**src/rtl/rect_fill.sv**
```systemverilog
// ============================================================================
//  Module   : rect_fill
//  Purpose  : Rectangle fill engine; emits one pixel write per accepted cycle
//             in raster order. Define RECT_FILL_CLIP_EN to clamp to the screen.
//  Revision : 1.0  initial release
// ============================================================================
`default_nettype none

module rect_fill #(
    parameter int WIDTH   = 11,
    parameter int CWIDTH  = 24,
    parameter int HACTIVE = 1280,
    parameter int VACTIVE = 640
) (
    input  logic              clk,
    input  logic              reset_n,
    input  logic              start,
    input  logic              abort,
    input  logic [WIDTH-1:0]  x0,
    input  logic [WIDTH-1:0]  y0,
    input  logic [WIDTH-1:0]  x1,
    input  logic [WIDTH-1:0]  y1,
    input  logic [CWIDTH-1:0] color,
    input  logic              ready,
    output logic [WIDTH-1:0]  x,
    output logic [WIDTH-1:0]  y,
    output logic [CWIDTH-1:0] pix_color,
    output logic              wr_en,
    output logic              busy,
    output logic              done
);

    typedef enum logic [1:0] {
        S_IDLE = 2'd0,
        S_FILL = 2'd1,
        S_DONE = 2'd2
    } state_t;

`ifdef RECT_FILL_CLIP_EN
    localparam bit c_CLIP_EN = 1'b1;
`else
    localparam bit c_CLIP_EN = 1'b0;
`endif
    localparam logic [WIDTH-1:0] c_XMAX = WIDTH'(HACTIVE - 1);
    localparam logic [WIDTH-1:0] c_YMAX = WIDTH'(VACTIVE - 1);

    state_t             r_state, w_state_nxt;
    logic [WIDTH-1:0]   r_x0, r_x1, r_y1;
    logic [WIDTH-1:0]   r_x, r_y, w_x_nxt, w_y_nxt;
    logic [CWIDTH-1:0]  r_color;
    logic               r_wr_en, r_busy, r_done;
    logic               w_load;
    logic [WIDTH-1:0]   w_x1_eff, w_y1_eff;
    logic               w_empty;

    // Clamping x1/y1 alone also empties any rectangle whose x0/y0 is off-screen.
    assign w_x1_eff = (c_CLIP_EN && (x1 > c_XMAX)) ? c_XMAX : x1;
    assign w_y1_eff = (c_CLIP_EN && (y1 > c_YMAX)) ? c_YMAX : y1;
    assign w_empty  = (x0 > w_x1_eff) || (y0 > w_y1_eff);

    always_comb begin
        w_state_nxt = r_state;
        w_x_nxt     = r_x;
        w_y_nxt     = r_y;
        w_load      = 1'b0;
        case (r_state)
            S_IDLE: begin
                if (start) begin
                    w_load = 1'b1;
                    if (w_empty) begin
                        w_state_nxt = S_DONE;
                    end else begin
                        w_state_nxt = S_FILL;
                        w_x_nxt     = x0;
                        w_y_nxt     = y0;
                    end
                end
            end
            S_FILL: begin
                if (abort) begin
                    w_state_nxt = S_IDLE;
                end else if (ready) begin
                    // Compare before increment so x1/y1 at all-ones never wrap.
                    if (r_x < r_x1) begin
                        w_x_nxt = r_x + 1'b1;
                    end else if (r_y < r_y1) begin
                        w_x_nxt = r_x0;
                        w_y_nxt = r_y + 1'b1;
                    end else begin
                        w_state_nxt = S_DONE;
                    end
                end
            end
            S_DONE:  w_state_nxt = S_IDLE;
            default: w_state_nxt = S_IDLE;
        endcase
    end

    always_ff @(posedge clk or negedge reset_n) begin
        if (!reset_n) begin
            r_state <= S_IDLE;
            r_x0    <= '0;
            r_x1    <= '0;
            r_y1    <= '0;
            r_x     <= '0;
            r_y     <= '0;
            r_color <= '0;
            r_wr_en <= 1'b0;
            r_busy  <= 1'b0;
            r_done  <= 1'b0;
        end else begin
            r_state <= w_state_nxt;
            r_x     <= w_x_nxt;
            r_y     <= w_y_nxt;
            if (w_load) begin
                r_x0    <= x0;
                r_x1    <= w_x1_eff;
                r_y1    <= w_y1_eff;
                r_color <= color;
            end
            r_wr_en <= (w_state_nxt == S_FILL);
            r_busy  <= (w_state_nxt != S_IDLE);
            r_done  <= (w_state_nxt == S_DONE);
        end
    end

    assign x         = r_x;
    assign y         = r_y;
    assign pix_color = r_color;
    assign wr_en     = r_wr_en;
    assign busy      = r_busy;
    assign done      = r_done;

endmodule

`default_nettype wire

```
**config.mk**
```make
export PLATFORM = sky130hd
export DESIGN_NAME = rect_fill
export DESIGN_NICKNAME = d
export VERILOG_FILES = /design/src/rtl/rect_fill.sv
export SDC_FILE = /design/constraint.sdc
export NUM_CORES = 1
export LEC_CHECK = 0
export ABC_AREA = 1
export CAP_MARGIN = 0
export CORE_ASPECT_RATIO = 1.1
export CORE_UTILIZATION = 40
export DETAILED_ROUTE_END_ITERATION = 6
export GPL_TIMING_DRIVEN = 0
export HOLD_SLACK_MARGIN = 0.15
export PLACE_DENSITY = 0.78
export SLEW_MARGIN = 20
export SYNTH_ARGS = -nofsm -noshare
export SYNTH_HDL_FRONTEND = slang
export SYNTH_SLANG_ARGS = --single-unit
export TNS_END_PERCENT = 30
```
**constraint.sdc**
```tcl
create_clock -name clk -period 4.22 [get_ports clk]
set_input_delay 0.422 -clock clk [delete_from_list [all_inputs] [get_ports clk]]
set_output_delay 0.422 -clock clk [all_outputs]
set_load 0.03 [all_outputs]
```
==> results.sh <==
export IMPL_synth_top_family_by_area="simple AND/OR/NAND/NOR gates"
export IMPL_slew_headroom_pct=57.7
export IMPL_syn_inst=714
export IMPL_worstPathArrival_ns=2.61
export IMPL_antenna_cells=0
export IMPL_hold_buffers=1
export IMPL_fin_util_pct=54.9
export IMPL_power_total_mw=4.54
export IMPL_h_tree_depth=3
export IMPL_cts_buffer_depth=2
export IMPL_antenna_found_initial=0
export IMPL_drtAntennaViolNets=0
export IMPL_start_util_pct=41.1
export IMPL_path_max_fanout=10
export IMPL_layout_setup_ws_ns=1.89
export IMPL_cp_required_ns=4.50
export IMPL_endpoint_kind="flip-flop"
export IMPL_io_pins=122
export IMPL_worstMarginPinSlew_ns=0.634
export IMPL_die_h_um=122
export IMPL_synthSimpleGateAreaFrac_pct=32.2
export IMPL_rsz0062_at_grt="no"
export IMPL_yosysTopAreaCell="dfrtp_1"
export IMPL_seq_area_frac_synth_pct=40.2
export IMPL_hold_viol_final=0
export IMPL_syn_area_sq_um=5220
export IMPL_synth_area_top_cells="dfrtp_1, nand2_1, ha_1"
export IMPL_overflow=0
export IMPL_hold_slack_ns=0.479
export IMPL_place_congestion=0.840
export IMPL_finalCritPeriodShare_pct=55.1
export IMPL_clock_sinks=84
export IMPL_grt_pass1_vias=4609
export IMPL_root_buffer="clkbuf_16"
export IMPL_fmax_mhz=430
export IMPL_numCtsBuffers=9
export IMPL_cts_setup_buffers=0
export IMPL_cts_tree="built"
export IMPL_yosysMostFrequentCell="nand2_1"
export IMPL_via_count=4970
export IMPL_hp_class="reg2reg"
export IMPL_fillCellCount=1188
export IMPL_status="finished, violations left"
export IMPL_ys_ff_latch=84
export IMPL_nets=965
export IMPL_finalSetupTns_ns=0
export IMPL_dr_pass1_iters=7
export IMPL_avgSynthCellArea_sq_um=7.32
export IMPL_syn_to_final_growth_pct=33.5
export IMPL_synthDistinctLibCells=31
export IMPL_cts_resized=0
export IMPL_dpl_hpwl_mm=10.7
export IMPL_synth_warnings=0
export IMPL_multi_input_area_sq_um=2660
export IMPL_synth_xor_area_share_pct=2.35
export IMPL_critPathLaunchType="input pin"
export IMPL_max_cap_violations=0
export IMPL_grt_max_degree=57
export IMPL_place_ws_ns=1.56
export IMPL_insertion_delay_ns=0.35
export IMPL_cts_reportedPaths_clkPinSlew_ns=0.06
export IMPL_rr_worst_depth=12
export IMPL_vias_per_cell=4.92
export IMPL_setup_violations=0
export IMPL_drt_iter0_drc=341
export IMPL_grt_pass1_wl_mm=22.5
export IMPL_final_layout_size_suffix_gt1_share_pct=5.51
export IMPL_track_usage_pct=21.2
export IMPL_die_width_um=111
export IMPL_synth_compound_area_share_pct=5.84
export IMPL_slew_viol_final=0
export IMPL_min_period_ns=2.33
export IMPL_seq_area_sq_um=2100
export IMPL_synth_top_cell_area_share_pct=40.2
export IMPL_drc=13
export IMPL_hold_path_cell_count=2
export IMPL_ir_drop_uv=274
export IMPL_violations="DRC"
export IMPL_yosys_top_cells_count="nand2_1, inv_1, dfrtp_1"
export IMPL_async_reset_ff_share_pct=100
export IMPL_power_leakage_nw=3.67
export IMPL_rows=43
export IMPL_io_buffer_count=121
export IMPL_fin_skew_ns=0.00748
export IMPL_synth_edf_count=0
export IMPL_synth_fp_nets=831
export IMPL_path_class="in2reg"
export IMPL_routed_wl_mm=13.9
export IMPL_yosys_most_used_dff="dfrtp_1"
export IMPL_power_per_cell_area_nw_per_um2=651
export IMPL_muxShareOfSynthArea_pct=0
export IMPL_dieArea_sq_um=13500
export IMPL_core_area_sq_um=12700
export IMPL_wl_per_cell_um=13.7
export IMPL_synthAdderAreaFrac_pct=10.5
routing by layer:
metal	vias up	routed length, um	track usage, %
met5	-	0	0
met2	153	6540	35.6
met4	0	393	8.99
met1	2286	6050	27.0
li1	2506	-	-
met3	25	874	3.83
flip-flops by register name, indices dropped and copies added, names as in the netlist:
name       count
r_state        2
r_x1          11
y             11
wr_en          1
busy           1
done           1
r_y1          11
pix_color     24
x             11
r_x0          11
final cells by class:
class,instances,area share (%)
multi-input cells,517,38.2
flip-flops and latches,84,30.1
repair buffers,123,17.9
inverters,90,4.84
clock buffers,9,3.23
well taps,157,2.82
plain buffers,23,1.76
clock inverters,7,1.17
where the power goes:
| group | switching, mW | internal (mW) |
|---|---|---|
| Clock | 0.356 | 0.469 |
| Combinational | 1.41 | 0.914 |
| Sequential | 0.286 | 1.11 |
| Total | 2.05 | 2.49 |
path summary, 6_finish.rpt:
kind,start,to,slack (ns)
setup / recovery,y1[10],y[4],1.89
hold / removal,pix_color[1],pix_color[1],0.48
setup reg to reg,y[6],y[4],2.18
hold reg to reg,pix_color[1],pix_color[1],0.48
max in group asynchronous,reset_n,busy,3.06
min in group asynchronous,reset_n,x[8],0.55
placed cells by master (no fill, tap or decap), drive strengths merged, types with 3 or more instances in the layout:
cell,count
nand3,53
a21o,3
xor2,10
nor3,6
xnor2,4
o21ai,42
ha,44
dfrtp,84
inv,94
a21oi,13
clkdlybuf4s50,120
nand2,303
buf,15
nand4,10
nor2,23
clkbuf,19
critical path, stage by stage:
cell and delay [ns]:
clkdlybuf4s50_1 0.47, inv_1 0.06, ha_1 0.30, nand2_1 0.07, nor2_1 0.22, and2_1 0.20
nand4_1 0.08, nand2_1 0.15, nand3_1 0.10, nand2_1 0.10, buf_2 0.25, nand3_1 0.10
nand2_1 0.08
through the flow:
step	cell area, sq um	std cells
4_1_cts	6970	1010
6_report	6970	1010
2_1_floorplan	5220	714
3_3_place_gp	6630	992
3_5_place_dp	6660	993
5_1_grt	6970	1010
logic make-up after synthesis:
family / after synthesis
adders and majority gates: 44
xor gates and xnor gates: 14
AOI/OAI and AO/OA: 59
buffers and inverters: 113
DFF: 84
and+or+nand+nor: 400
No activity file was read; power rests on OpenSTA's default activity.
